**config.mk**
```make
export PLATFORM = sky130hd
export DESIGN_NAME = sprite_motion_ctrl
export DESIGN_NICKNAME = d
export VERILOG_FILES = /design/src/rtl/sprite_motion_ctrl.sv
export SDC_FILE = /design/constraint.sdc
export NUM_CORES = 1
export LEC_CHECK = 0
export CORE_MARGIN = 2
export CORE_UTILIZATION = 56
export DETAILED_ROUTE_END_ITERATION = 6
export PLACE_DENSITY = 0.82
export SKIP_CTS_REPAIR_TIMING = 1
export SYNTH_ARGS = -nofsm -noshare
export SYNTH_HDL_FRONTEND = slang
export SYNTH_SLANG_ARGS = --single-unit
```
**constraint.sdc**
```tcl
create_clock -name clk -period 3.9 [get_ports clk]
set_input_delay 0.78 -clock clk [delete_from_list [all_inputs] [get_ports clk]]
set_output_delay 0.78 -clock clk [all_outputs]
set_load 0.1 [all_outputs]
```
**src/rtl/sprite_motion_ctrl.sv**
```systemverilog
// sprite_motion_ctrl
// Moves NUM_SPRITES sprites by STEP pixels per axis once per frame, bouncing
// them off the edges of the visible area, and arbitrates the per-sprite pixel
// streams into one output pixel (lowest index wins).
// Optional feature: define SPRITE_COLLISION_DETECT_EN to enable overlap
// detection; without it the collision output is tied low.
module sprite_motion_ctrl #(
  parameter int NUM_SPRITES = 4,
  parameter int SPRITE_W    = 32,
  parameter int SPRITE_H    = 32,
  parameter int H_ACTIVE    = 640,
  parameter int V_ACTIVE    = 480,
  parameter int STEP        = 2
) (
  input  logic                      clk,
  input  logic                      reset,
  input  logic                      vsync,
  input  logic                      enable,
  input  logic                      pause,
  input  logic [NUM_SPRITES-1:0]    drawing_in,
  input  logic [NUM_SPRITES-1:0]    color_in,
  output logic [NUM_SPRITES*10-1:0] sprite_x,
  output logic [NUM_SPRITES*10-1:0] sprite_y,
  output logic                      drawing_out,
  output logic                      color_out,
  output logic                      collision,
  output logic [15:0]               frame_count,
  output logic                      busy
);

  localparam int IDX_W = (NUM_SPRITES > 1) ? $clog2(NUM_SPRITES) : 1;
  localparam logic [IDX_W-1:0] IDX_LAST = IDX_W'(NUM_SPRITES - 1);
  localparam logic [9:0] X_MAX = 10'(H_ACTIVE - SPRITE_W);
  localparam logic [9:0] Y_MAX = 10'(V_ACTIVE - SPRITE_H);
  localparam logic signed [10:0] STEP_S = 11'(STEP);

  typedef enum logic [1:0] {
    S_IDLE    = 2'd0,
    S_WAIT_VS = 2'd1,
    S_UPDATE  = 2'd2,
    S_DONE    = 2'd3
  } state_t;

  // One axis step with bounce. Returns {direction_negative, new_position}.
  // The sum is done in 11-bit signed so a step past zero is seen as negative.
  function automatic logic [10:0] axis_step(input logic [9:0] pos,
                                            input logic       neg,
                                            input logic [9:0] lim);
    logic signed [10:0] cur;
    logic signed [10:0] nxt;
    logic [10:0]        res;
    cur = $signed({1'b0, pos});
    if (neg) begin
      nxt = cur - STEP_S;
    end else begin
      nxt = cur + STEP_S;
    end
    if (nxt < 11'sd0) begin
      res = {1'b0, 10'd0};
    end else if (nxt > $signed({1'b0, lim})) begin
      res = {1'b1, lim};
    end else begin
      res = {neg, nxt[9:0]};
    end
    return res;
  endfunction

  // vsync synchronizer and edge-detect history
  logic vs_meta_q;
  logic vs_sync_q;
  logic vs_last_q;
  logic vs_fall_s;

  // controller state
  state_t           state_q, state_d;
  logic [IDX_W-1:0] idx_q, idx_d;
  logic             busy_q, busy_d;
  logic [15:0]      frame_count_q, frame_count_d;

  // sprite positions and directions (dir = 1 means moving toward 0)
  logic [9:0] x_q   [NUM_SPRITES];
  logic [9:0] x_d   [NUM_SPRITES];
  logic [9:0] y_q   [NUM_SPRITES];
  logic [9:0] y_d   [NUM_SPRITES];
  logic       dxn_q [NUM_SPRITES];
  logic       dxn_d [NUM_SPRITES];
  logic       dyn_q [NUM_SPRITES];
  logic       dyn_d [NUM_SPRITES];

  // Bring the asynchronous vsync into the clock domain and keep one more
  // sample so a synchronized high-to-low transition can be seen.
  always_ff @(posedge clk or posedge reset) begin
    if (reset) begin
      vs_meta_q <= 1'b0;
      vs_sync_q <= 1'b0;
      vs_last_q <= 1'b0;
    end else begin
      vs_meta_q <= vsync;
      vs_sync_q <= vs_meta_q;
      vs_last_q <= vs_sync_q;
    end
  end

  assign vs_fall_s = vs_last_q & ~vs_sync_q;

  // Next-state logic: frame sequencing, sprite index and registered busy.
  always_comb begin
    state_d       = state_q;
    idx_d         = idx_q;
    frame_count_d = frame_count_q;
    case (state_q)
      S_IDLE: begin
        if (enable) begin
          state_d = S_WAIT_VS;
        end else begin
          state_d = S_IDLE;
        end
      end
      S_WAIT_VS: begin
        if (!enable) begin
          state_d = S_IDLE;
        end else if (vs_fall_s) begin
          state_d = S_UPDATE;
          idx_d   = {IDX_W{1'b0}};
        end else begin
          state_d = S_WAIT_VS;
        end
      end
      S_UPDATE: begin
        // The sprite addressed this cycle is always updated; dropping
        // enable only prevents the next one from starting.
        if (!enable) begin
          state_d = S_IDLE;
          idx_d   = {IDX_W{1'b0}};
        end else if (idx_q == IDX_LAST) begin
          state_d = S_DONE;
          idx_d   = {IDX_W{1'b0}};
        end else begin
          state_d = S_UPDATE;
          idx_d   = idx_q + IDX_W'(1);
        end
      end
      S_DONE: begin
        frame_count_d = frame_count_q + 16'd1;
        if (enable) begin
          state_d = S_WAIT_VS;
        end else begin
          state_d = S_IDLE;
        end
      end
      default: begin
        state_d = S_IDLE;
        idx_d   = {IDX_W{1'b0}};
      end
    endcase
    busy_d = (state_d == S_UPDATE);
  end

  // Sprite motion: only the sprite addressed in an UPDATE cycle moves, and
  // only while not paused; every other case holds position and direction.
  always_comb begin
    for (int i = 0; i < NUM_SPRITES; i++) begin
      x_d[i]   = x_q[i];
      y_d[i]   = y_q[i];
      dxn_d[i] = dxn_q[i];
      dyn_d[i] = dyn_q[i];
    end
    for (int i = 0; i < NUM_SPRITES; i++) begin
      if ((state_q == S_UPDATE) && !pause && (idx_q == IDX_W'(i))) begin
        {dxn_d[i], x_d[i]} = axis_step(x_q[i], dxn_q[i], X_MAX);
        {dyn_d[i], y_d[i]} = axis_step(y_q[i], dyn_q[i], Y_MAX);
      end else begin
        x_d[i]   = x_q[i];
        y_d[i]   = y_q[i];
        dxn_d[i] = dxn_q[i];
        dyn_d[i] = dyn_q[i];
      end
    end
  end

  // Controller FSM and sprite state registers; reset abandons any update
  // sequence in progress and restores the starting layout.
  always_ff @(posedge clk or posedge reset) begin
    if (reset) begin
      state_q       <= S_IDLE;
      idx_q         <= {IDX_W{1'b0}};
      busy_q        <= 1'b0;
      frame_count_q <= 16'd0;
      for (int i = 0; i < NUM_SPRITES; i++) begin
        x_q[i]   <= 10'(20 + 100 * i);
        y_q[i]   <= 10'(20 + 60 * i);
        dxn_q[i] <= 1'b0;
        dyn_q[i] <= 1'b0;
      end
    end else begin
      state_q       <= state_d;
      idx_q         <= idx_d;
      busy_q        <= busy_d;
      frame_count_q <= frame_count_d;
      for (int i = 0; i < NUM_SPRITES; i++) begin
        x_q[i]   <= x_d[i];
        y_q[i]   <= y_d[i];
        dxn_q[i] <= dxn_d[i];
        dyn_q[i] <= dyn_d[i];
      end
    end
  end

  // Pack the per-sprite position registers onto the output buses.
  always_comb begin
    sprite_x = '0;
    sprite_y = '0;
    for (int i = 0; i < NUM_SPRITES; i++) begin
      sprite_x[10*i +: 10] = x_q[i];
      sprite_y[10*i +: 10] = y_q[i];
    end
  end

  // Pixel arbitration: any sprite drawing lights the pixel, the lowest
  // index drawing sprite supplies the colour (scan high to low so it wins).
  always_comb begin
    drawing_out = |drawing_in;
    color_out   = 1'b0;
    for (int i = NUM_SPRITES - 1; i >= 0; i--) begin
      if (drawing_in[i]) begin
        color_out = color_in[i];
      end else begin
        color_out = color_out;
      end
    end
  end

  assign frame_count = frame_count_q;
  assign busy        = busy_q;

`ifdef SPRITE_COLLISION_DETECT_EN
  logic multi_s;
  logic seen_s;
  logic col_flag_q, col_flag_d;
  logic collision_q, collision_d;

  // Overlap detect: two or more sprites drawing the same pixel.
  always_comb begin
    multi_s = 1'b0;
    seen_s  = 1'b0;
    for (int i = 0; i < NUM_SPRITES; i++) begin
      multi_s = multi_s | (seen_s & drawing_in[i]);
      seen_s  = seen_s | drawing_in[i];
    end
  end

  // Sticky per-frame flag; at frame end it is published and restarted, with
  // an overlap seen in that same cycle carried into the next frame.
  always_comb begin
    if (state_q == S_DONE) begin
      collision_d = col_flag_q;
      col_flag_d  = multi_s;
    end else begin
      collision_d = collision_q;
      col_flag_d  = col_flag_q | multi_s;
    end
  end

  // Collision flag and published collision registers.
  always_ff @(posedge clk or posedge reset) begin
    if (reset) begin
      col_flag_q  <= 1'b0;
      collision_q <= 1'b0;
    end else begin
      col_flag_q  <= col_flag_d;
      collision_q <= collision_d;
    end
  end

  assign collision = collision_q;
`else
  assign collision = 1'b0;
`endif

endmodule

```
### Word-level counts from Yosys, hierarchy flattened

Index checks and enable logic that the tools add are counted.
Widths: inputs -> output; s select.

| storage, ports and cells | value |
|---|---|
| latch bits | 0 |
| memory bits (writable) | 0 |
| register bits | 112 |
| memory bits (read-only) | 0 |
| logic and storage cells | 143 |
| memories kept | 0 |

| cells by class | value |
|---|---|
| shift operators | 0 |
| divide/modulo/power cells | 0 |
| reduce and logical (&&, ||, !) cells | 28 |
| multipliers | 0 |
| mux-type cells | 47 |
| bitwise gates (word level) | 2 |
| eq/ne operators | 9 |
| add/sub/neg operators | 18 |
| magnitude comparators | 16 |

Operator list:

| cell | count |
|---|---|
| $mux 11 | 32 |
| $add 10x2->11 const B | 8 |
| $lt 11x1->1 const B | 8 |
| $sub 10x2->11 const B | 8 |
| $gt 11x10->1 const B | 4 |
| $gt 11x11->1 const B | 4 |
| $reduce_bool 2->1 | 9 |
| $add 16x1->16 const B | 1 |
| $reduce_and 2->1 | 8 |
| $mux 2 | 7 |
| $eq 2x2->1 const B | 5 |
| $mux 1 | 6 |
| $pmux 2 s3 | 1 |
| $logic_and 1x1->1 | 5 |
| $eq 2x1->1 const B | 2 |
| $logic_not 2->1 | 2 |
| $ne 2x2->1 const B | 2 |
| $pmux 2 s2 | 1 |
| $reduce_or 4->1 | 1 |
| $reduce_and 3->1 | 1 |
| $add 2x1->2 const B | 1 |
| $reduce_or 2->1 | 1 |
| $and 1x1->1 | 1 |
| $logic_not 1->1 | 1 |
| $not 1->1 | 1 |

### Longest topological paths before layout

Gate-level depths: netlist of run 1.

| logic depth | value |
|---|---|
| word-level depth | 7 |
| depth in mapped cells | 9 |
| mapped depth without buffers | 8 |

### Worst setup path before layout of run 1

OpenSTA, ideal clock, no wires.

| timing path | value |
|---|---|
| path kind | input port to output port |
| start | in color_in[3] |
| end | out color_out |
| required time | 3120 ps |
| setup slack | -30 ps |
| path buffers | 0 |
| stages on the path | 6 |
| arrival time | 3150 ps |
| cell sequence | nand2_1 -> nor2_1 -> a21oi_1 -> nor2_1 -> a21oi_1 -> o21ai_0 |

| between the ends | value |
|---|---|
| longest elaborated chain between the ends | 4 |

Ends and longest elaborated chain:

| element | line | text |
|---|---|---|
| start, declared | 21 | `input logic [NUM_SPRITES-1:0] color_in,` |
| $mux 1 (4 in series) | 225 | `if (drawing_in[i]) begin` |
| end, declared | 25 | `output logic color_out,` |

No other way between the ends.

### Final worst setup path of run 1

| timing path | value |
|---|---|
| start | reg dxn_q[3] (netlist name) |
| end | reg x_q (netlist bit sprite_x[6]) |

| between the ends | value |
|---|---|
| longest elaborated chain between the ends | 5 |
| elaborated cells on any way between the ends | 6 |

Ends and longest elaborated chain:

| element | line | text |
|---|---|---|
| start, declared | 85 | `logic dxn_q [NUM_SPRITES];` |
| start signal, assigned by index | 203 | `dxn_q[i] <= dxn_d[i];` |
| $mux 11 * | 53 | `if (neg) begin` |
| $mux 11 * | 169 | `if ((state_q == S_UPDATE) && !pause && (idx_q == IDX_W'(i))) begin` |
| $gt 11x11->1 | 60 | `end else if (nxt > $signed({1'b0, lim})) begin` |
| $mux 11 | 60 |  |
| $mux 11 * | 58 | `if (nxt < 11'sd0) begin` |
| end signal, assigned by index | 190 | `x_q[i] <= 10'(20 + 100 * i);` |
| end signal, assigned by index | 201 | `x_q[i] <= x_d[i];` |
| end, declared | 81 | `logic [9:0] x_q [NUM_SPRITES];` |

Mark *: on every way between the ends. The rest lies on a longest branch, timed or not. The select of a mux whose other input is x is not followed.
A chain may end at the register's enable or synchronous reset.

==> summary.md, run 1 <==
| Metric | Value |
|---|---|
| Biggest area consumer among synthesized cells | `dfrtp_1` |
| DRC violations left | `0` |
| Worst r2r path cells | `8` |
| CP Launch Type | `register` |
| Register area share after synthesis | `0.335` |
| Placed cells | `1,089` |
| Detailed Route WL | `17.1 mm` |
| Die width | `122 um` |
| Ant. Diodes | `0` |
| Max Buffers Root-to-Sink | `2` |
| Prevailing post-synth register cell | `dfrtp_1` |
| Largest net degree at the start of global routing | `62` |
| Tightest Pin Transition | `1030 ps` |
| Initial detailed-routing violation count | `357` |
| Utilization after layout | `0.676` |
| Wire per inst | `15.5 um` |
| Post-synth EDFFs | `0` |
| Minimum clock period after layout | `2880 ps` |
| Fill cell count | `1,173` |
| CTS root buf | `clkbuf_16` |
| Core Region | `13,800 um2` |
| Pre-Repair DR Iteration Count | `5` |
| Vias | `6,589` |
| Lkg Pwr | `4.44 nW` |
| Mapped Area | `7850 um2` |
| RSZ-0062 raised after global routing | `false` |
| Setup TNS | `0 ps` |
| CP Class | `register to register` |
| Area Overhead vs Synth | `18.6%` |
| Hold path depth | `0` |
| Layout cells sized above 1 | `0.0822` |
| Clk_lat worst skew | `360 ps` |
| VDD IR max | `0.223 mV` |
| Status | `complete, no violations` |
| Final hold violation count | `0` |
| Setup violators final | `0` |
| Top-area cell type share of the netlist area | `0.258` |
| Ys async rst share | `1.00` |
| Highest clock rate | `0.347 GHz` |
| First-pass GRT wire length | `29.0 mm` |
| Initial Util | `0.570` |
| Relative slew slack | `0.311` |
| # nets final | `1,013` |
| Row count | `43` |
| Synth top area cells | `dfrtp_1 26%, ha_1 11%, dfstp_2 7.7%` |
| Vias per cell | `5.96` |
| Non-filler cells, final | `1,105` |
| Die height | `122 um` |
| Setup crit end kind | `register` |
| Crit path DAT | `3130 ps` |
| TritonCTS clock tree | `built` |
| Antenna violations before repair | `0` |
| Hpwl dp | `12.9 mm` |
| Total power | `2.73 mW` |
| Final cycle utilization of the critical path | `0.740` |
| Max-Cap Viols | `0` |
| I/O Buffers | `103` |
| Mapped Cells | `817` |
| Design area | `9310 um2` |
| Worst-path clk slew | `70 ps` |
| Total GRT Usage | `0.237` |
| Pwr/cell area | `293 nW/um2` |
| Max FO, Critical Path | `14` |
| Clk sinks | `104` |
| Die ar. | `15,000 um2` |
| Max-slew violations | `0` |
| Post-DRT Antenna Nets | `0` |
| Data required, critical path | `4140 ps` |
| Mapped Avg Cell Area | `9.60 um2` |
| Post-DP Area | `9030 um2` |
| Num ports | `113` |
| Placer Congestion | `0.912` |
| Max Clock Skew | `6.85 ps` |
| Distinct cells, synth | `87` |
| Vias in the first global route | `6,259` |
| H-tree levels | `3` |
| GRT Residual Overflow | `0` |
| Yosys reg bits | `104` |
| Hold WC Path Type | `register to register` |
| Total CTS buffers | `9` |
| Synthesis Warnings | `0` |
## synthesized netlist by cell type (all sizes together) (3+ instances only)
library cell,number
and2,9
o21ai,50
o21bai,4
nor3,7
nand2,72
a21o,39
a211oi,18
nor2b,11
dfrtp,81
a22o,30
o2111ai,4
buf,18
mux2i,3
nand3b,4
or3,4
a22oi,3
a311oi,4
and3,9
nand2b,8
a31oi,7
fa,8
o311ai,6
a32o,8
nor2,36
a211o,5
xnor2,40
inv,28
dfstp,23
nand4,7
a21oi,46
or4,3
o21a,7
nand3,27
mux2,3
clkbuf,8
xor2,27
or2,4
o22ai,3
ha,72
o211ai,14
o31ai,19
a221o,3
## registers in the layout, summed over array words and instances, names as in the netlist
signal       cells
sprite_y        36
sprite_x        36
busy             1
state_q          2
idx_q            2
frame_count     16
vs_sync_q        1
dxn_q            4
vs_meta_q        1
dyn_q            4
vs_last_q        1
## critical path, stage by stage (launching register included)
cell	delay (ps)
dfrtp_1	660
ha_1	410
a21o_1	250
o21ai_0	360
a22oi_1	180
xnor2_1	340
a311oi_2	80
and2b_1	220
a221o_1	260
## stage by stage
step | setup slack, ps | hold slack, ps
4_1_cts | 1040 | 356
5_1_grt | 862 | 368
3_5_place_dp | 1080 | 339
2_1_floorplan | 426 | 331
3_3_place_gp | 1100 | 335
6_report | 1020 | 355
## area by class of cell
class / instances / area [um2] / area share
multi-input combinational: 667 / 4990 / 0.536
timing repair buffer: 110 / 1080 / 0.116
inverter: 28 / 108 / 0.0116
clock inverter: 7 / 53.8 / 0.00578
tap: 180 / 225 / 0.0242
clock buffer: 9 / 225 / 0.0242
sequential: 104 / 2630 / 0.283
## cell families after synthesis
kind of cell,share of synthesized area
adders and majority gates,0.135
buffers and inverters,0.0330
AOI/OAI and AO/OA,0.273
and+or+nand+nor,0.138
other,0.000478
DFF,0.335
muxes,0.00813
xor gates and xnor gates,0.0767
## cell usage in the layout, fill, tap and decap left out, types with 5 or more instances in the layout
cell type,count
dfrtp_1,81
a22o_1,30
a211o_1,5
nand4_1,7
xor2_1,27
nor2b_1,11
a21o_1,38
and2_1,9
inv_1,27
o211ai_1,13
nor2_1,35
nor3_1,6
fa_1,8
nand2_1,72
o21a_1,7
ha_1,72
buf_4,9
xnor2_1,38
o21ai_0,36
o31ai_1,19
conb_1,9
o21ai_1,13
clkbuf_16,9
nand3_1,27
and3_1,9
a31oi_1,7
a32o_1,8
clkdlybuf4s50_1,101
nand2b_1,8
dfstp_2,23
a21oi_1,41
a211oi_1,17
## worst paths after layout
check,startpoint,to,slack [ps]
setup reg to reg,dxn_q[3],sprite_x[6],1020
hold reg to reg,vs_meta_q,vs_sync_q,350
hold / removal,vs_meta_q,vs_sync_q,350
min in group asynchronous,reset,sprite_y[38],930
max in group asynchronous,reset,sprite_y[2],2090
setup / recovery,dxn_q[3],sprite_x[6],1020
## power breakdown
part,leakage [nW],internal (mW),switching (mW),total (mW)
clock network,0.134,0.439,0.432,0.871
registers,1.35,1.13,0.0744,1.21
logic,2.96,0.177,0.475,0.652
## per-layer routing
layer  track usage  part of all wire  wire [um]  up-vias
li1              -                 -          -     3294
met3        0.0311             0.034        580       23
met2         0.381              0.47       8030      142
met1         0.330              0.48       8150     3130
met4        0.0826             0.019        324        0
met5             0                 0          0        -
No activity file was read; power rests on OpenSTA's default activity.
==> inputs of run 2 (changes only) <==
- clock period: 3.9 -> 2.8 ns (I/O delays scaled with it)
==> run 2 against run 1 <==
Compared with the run above:
- the run now ends with design-rule violations left
- first-iteration DRC count grew 44%
- die area is the same
- clock power grew 61%
- clock skew grew 0.71 ps
- non-clock buffer count grew 17
- utilization grew 0.34 points
- cell count grew 1.5%
- critical path type unchanged
==> summary.md, run 2 (synthesized netlist as in run 1, its figures left out) <==
| Metric | Value |
|---|---|
| Status | `finished with violations` |
| Failing checks | `design-rule violations` |
| Vias per cell | `5.96` |
| CP Launch Type | `register` |
| Sequential cell area | `2680 um2` |
| Utilization after layout | `0.679` |
| Final worst slack | `90.8 ps` |
| Detailed Route WL | `17.8 mm` |
| Die height | `122 um` |
| Largest stage delay, worst path | `500 ps` |
| Placer Congestion | `0.907` |
| Non-filler cells, final | `1,122` |
| Placed cells | `1,106` |
| Worst R2R Setup Slack | `90 ps` |
| Max-Cap Viols | `0` |
| GRT Residual Overflow | `0` |
| Total GRT Usage | `0.247` |
| Row count | `43` |
| Setup crit end kind | `register` |
| Die width | `122 um` |
| Max-slew violations | `0` |
| Commonest non-fill, non-tap cells in the layout | `113 x buf_4, 72 x nand2_1, 71 x ha_1` |
| Max Buffers Root-to-Sink | `2` |
| # nets final | `1,030` |
| Buf+Inv Stages, Crit Path | `0` |
| Post-DRT Antenna Nets | `0` |
| Initial detailed-routing violation count | `514` |
| TritonCTS clock tree | `built` |
| Minimum clock period after layout | `2710 ps` |
| Hold WS | `352 ps` |
| Reg-to-reg startpoint | `dxn_q[3]` |
| VDD IR max | `0.381 mV` |
| Stages on the worst setup path | `8` |
| Critical path's top delay family | `compound AO/OA/AOI/OAI gates` |
| Post-DP Area | `9000 um2` |
| Final cycle utilization of the critical path | `0.968` |
| Hpwl dp | `13.1 mm` |
| Wire per inst | `15.8 um` |
| Clk sinks | `104` |
| H-tree levels | `3` |
| Die ar. | `15,000 um2` |
| Ant. Diodes | `0` |
| Vias in the first global route | `6,378` |
| Area of the multi-input gates | `5000 um2` |
| Combinational power share | `0.227` |
| Hold WC Path Type | `register to register` |
| CP Class | `register to register` |
| Largest net degree at the start of global routing | `39` |
| Initial Util | `0.570` |
| P_int | `2.65 mW` |
| DRC violations left | `2` |
| Worst flop-to-flop path endpoint | `sprite_x[1]` |
| NetSw | `1.34 mW` |
| Total CTS buffers | `9` |
| RSZ-0062 raised after global routing | `true` |
| Setup violators final | `0` |
| Worst-path clk slew | `70 ps` |
| Clk network pwr share | `0.351` |
| Worst r2r path cells | `8` |
| DP Worst Slack | `94.7 ps` |
| Antenna violations before repair | `0` |
| Hold EP | `vs_sync_q` |
| Lkg Pwr | `4.70 nW` |
| Slowest stage cell, crit path | `dfrtp_2` |
| Hold path start | `vs_meta_q` |
| Num ports | `113` |
| Pwr/cell area | `427 nW/um2` |
| Final hold violation count | `0` |
| I/O Buffers | `103` |
| Core Region | `13,800 um2` |
| Max FO, Critical Path | `10` |
| Setup TNS | `0 ps` |
| Vias | `6,687` |
| Most common cell after layout, fill and taps aside | `buf_4` |
| Fill cell count | `1,153` |
| Clk_lat worst skew | `350 ps` |
| Area Overhead vs Synth | `19.2%` |
| CTS root buf | `clkbuf_16` |
| First-pass GRT wire length | `30.1 mm` |
| Highest clock rate | `0.369 GHz` |
| Layout cells sized above 1 | `0.225` |
| Data required, critical path | `3030 ps` |
| Flop pwr share | `0.422` |
| Total power | `3.99 mW` |
| Pre-Repair DR Iteration Count | `7` |
| Hold path depth | `0` |
| Crit path cell chain | `fa_1 > a21o_1 > or4b_1 > o32ai_1 > o22ai_1 > a311oi_2 > nor3_2 > mux2_2` |
| Crit path DAT | `2940 ps` |
| Design area | `9350 um2` |
| Worst Setup SP | `dxn_q[3]` |
| Max Clock Skew | `7.56 ps` |
| Sw frac | `0.335` |
## run 2: changes by cell type in the layout (fill, tap and decap cells not counted), sizes merged
cell	previous run	this run
clkinv	3	1
buf	9	115
bufinv	0	2
clkdlybuf4s50	101	12
clkbuf	9	12
inv	30	27
## run 2: final cells by class
class / instances / share of cell area
Multi-Input combinational cell: 667 / 0.535
Sequential cell: 104 / 0.286
Timing Repair Buffer: 127 / 0.108
Clock buffer: 12 / 0.0274
Tap cell: 180 / 0.0241
Inverter: 28 / 0.0116
Clock inverter: 4 / 0.00816
## run 2: worst max-delay path by stage
stage / to
floorplan: sprite_y[12]
global placement: sprite_x[1]
detailed placement: sprite_x[1]
CTS: sprite_x[1]
global route: sprite_x[11]
finish: sprite_x[1]
## run 2: power groups by stage
stage,registers (mW),clock network [mW],logic (mW)
3_3_place_gp,1.71,0,0.892
4_1_cts,1.69,1.43,0.910
3_5_place_dp,1.72,0,0.905
6_report,1.69,1.40,0.906
5_1_grt,1.70,1.51,0.962
2_1_floorplan,2.11,0,0.304
## run 2: worst reg2reg max path: stages (launching register included)
cell,delay (ps)
dfrtp_2,500
fa_1,450
a21o_1,220
or4b_1,490
o32ai_1,140
o22ai_1,130
a311oi_2,300
nor3_2,90
mux2_2,270
## run 2: routing by layer
layer / wire [um] / up-vias / GRT usage
met3: 892 / 22 / 0.0479
met2: 8350 / 168 / 0.402
met1: 8260 / 3165 / 0.335
li1: - / 3332 / -
met5: 0 / - / 0
met4: 261 / 0 / 0.0747
==> inputs of run 3 (changes only) <==
--- a/config.mk
+++ b/config.mk
@@ -11,2 +11,3 @@
 export PLACE_DENSITY = 0.82
+export SETUP_SLACK_MARGIN = 0.5
 export SKIP_CTS_REPAIR_TIMING = 1
==> constraint.sdc (replaced) <==
create_clock -name clk -period 2.8 [get_ports clk]
set_input_delay 0.28 -clock clk [delete_from_list [all_inputs] [get_ports clk]]
set_output_delay 0.28 -clock clk [all_outputs]
set_load 0.1 [all_outputs]
==> run 3 against run 2 <==
Compared with the run above:
- the flow now finishes without violations
- critical path depth is 3 higher
- first-iteration DRC count up 29%
- worst setup slack gained 30 ps
- hold slack gained 7.8 ps
- cell area grew 22%
- power down 1.6%
- clock power down 9%
- combinational power increased by 5.4%
==> summary.md, run 3 (synthesized netlist as in run 1, its figures left out) <==
| Metric | Value |
|---|---|
| Setup crit end kind | `register` |
| Worst-path clk slew | `70 ps` |
| Setup TNS | `0 ps` |
| Final cycle utilization of the critical path | `0.957` |
| Clk sinks | `104` |
| Total CTS buffers | `9` |
| Sequential cell area | `2790 um2` |
| Relative slew slack | `0.509` |
| CP Launch Type | `register` |
| Vias in the first global route | `6,674` |
| CP Class | `register to register` |
| Max-Cap Viols | `0` |
| Total GRT Usage | `0.261` |
| Vias per cell | `6.37` |
| Max-slew violations | `0` |
| Largest net degree at the start of global routing | `55` |
| Max Buffers Root-to-Sink | `2` |
| Tightest Pin Transition | `735 ps` |
| Die ar. | `15,000 um2` |
| Die width | `122 um` |
| H-tree levels | `3` |
| First-pass GRT wire length | `31.8 mm` |
| Max Clock Skew | `9.77 ps` |
| Area Overhead vs Synth | `45.5%` |
| I/O Buffers | `103` |
| Layout cells sized above 1 | `0.479` |
| Lkg Pwr | `5.07 nW` |
| VDD IR max | `0.327 mV` |
| Row count | `43` |
| Highest clock rate | `0.373 GHz` |
| Hold WS | `359 ps` |
| Pre-Repair DR Iteration Count | `5` |
| GRT Residual Overflow | `0` |
| Crit path DAT | `2920 ps` |
| Ant. Diodes | `0` |
| Status | `complete, no violations` |
| Antenna violations before repair | `0` |
| Setup violators final | `0` |
| Commonest non-fill, non-tap cells in the layout | `171 x buf_4, 67 x nand2_1, 50 x dfrtp_2` |
| Clk_lat worst skew | `360 ps` |
| Placed cells | `1,094` |
| CTS root buf | `clkbuf_16` |
| Pwr/cell area | `344 nW/um2` |
| Hpwl dp | `14.6 mm` |
| Placer Congestion | `0.938` |
| RSZ-0062 raised after global routing | `true` |
| Max FO, Critical Path | `8` |
| Detailed Route WL | `24.1 mm` |
| Total power | `3.93 mW` |
| Minimum clock period after layout | `2680 ps` |
| Fill cell count | `730` |
| Data required, critical path | `3040 ps` |
| # nets final | `1,104` |
| Non-filler cells, final | `1,196` |
| Wire per inst | `20.1 um` |
| Final hold violation count | `0` |
| Core Region | `13,800 um2` |
| Vias | `7,617` |
| Hold WC Path Type | `register to register` |
| Area of the multi-input gates | `6400 um2` |
| Post-DRT Antenna Nets | `0` |
| Initial Util | `0.570` |
| Die height | `122 um` |
| TritonCTS clock tree | `built` |
| Initial detailed-routing violation count | `664` |
| Num ports | `113` |
| DRC violations left | `0` |
| Most common cell after layout, fill and taps aside | `buf_4` |
==> run 3: cell types whose count changed in the layout (fill, tap and decap cells not counted), moves of 20 or more <==
cell | previous run | this run
dfrtp_1 | 55 | 28
ha_1 | 71 | 27
o21ai_0 | 35 | 15
ha_4 | 0 | 36
dfrtp_2 | 26 | 50
buf_4 | 113 | 171
==> run 3: layout make-up <==
type,instances,area share
Inverter,28,0.00954
Timing Repair Buffer,201,0.141
Clock inverter,4,0.00252
Clock buffer,12,0.0225
Tap cell,180,0.0197
Multi-Input combinational cell,667,0.560
Sequential cell,104,0.244
==> run 3: stage by stage <==
step	setup slack, ps	utilization	cell area [um2]
after floorplan	139	-	8530
after global placement	126	0.689	9490
after CTS	27.4	0.710	9780
after global routing	17.8	0.829	11400
after detailed placement	37.5	0.689	9490
final	121	0.829	11400
==> run 3: worst max-delay path, stage by stage, from the launching register on <==
cell	delay, ps
dfrtp_2	490
buf_6	160
ha_4	260
a21o_1	200
buf_4	160
buf_4	130
nor2_2	200
o32ai_4	130
o22ai_2	190
a311oi_4	130
and2b_1	230
a221o_1	280
==> run 3: power breakdown <==
group	switching, mW	leakage, nW	internal (mW)	total [mW]
Sequential	0.117	1.29	1.59	1.70
Clock	0.616	0.143	0.657	1.27
Combinational	0.701	3.64	0.254	0.955
==> run 3: worst paths after layout <==
check,cells after the start,slack [ps],startpoint,end
setup / recovery,11,120,dxn_q[3],sprite_x[6]
hold / removal,0,360,vs_meta_q,vs_sync_q
setup reg to reg,11,120,dxn_q[3],sprite_x[6]
hold reg to reg,0,360,vs_meta_q,vs_sync_q
max in group asynchronous,3,1650,reset,sprite_x[2]
min in group asynchronous,2,380,reset,sprite_y[26]
==> run 3: routing by layer <==
metal,global-route usage,vias up,part of all wire
li1,-,3473,-
met1,0.341,3748,0.42
met2,0.438,328,0.50
met3,0.0404,68,0.063
met4,0.0999,0,0.025
met5,0,-,0
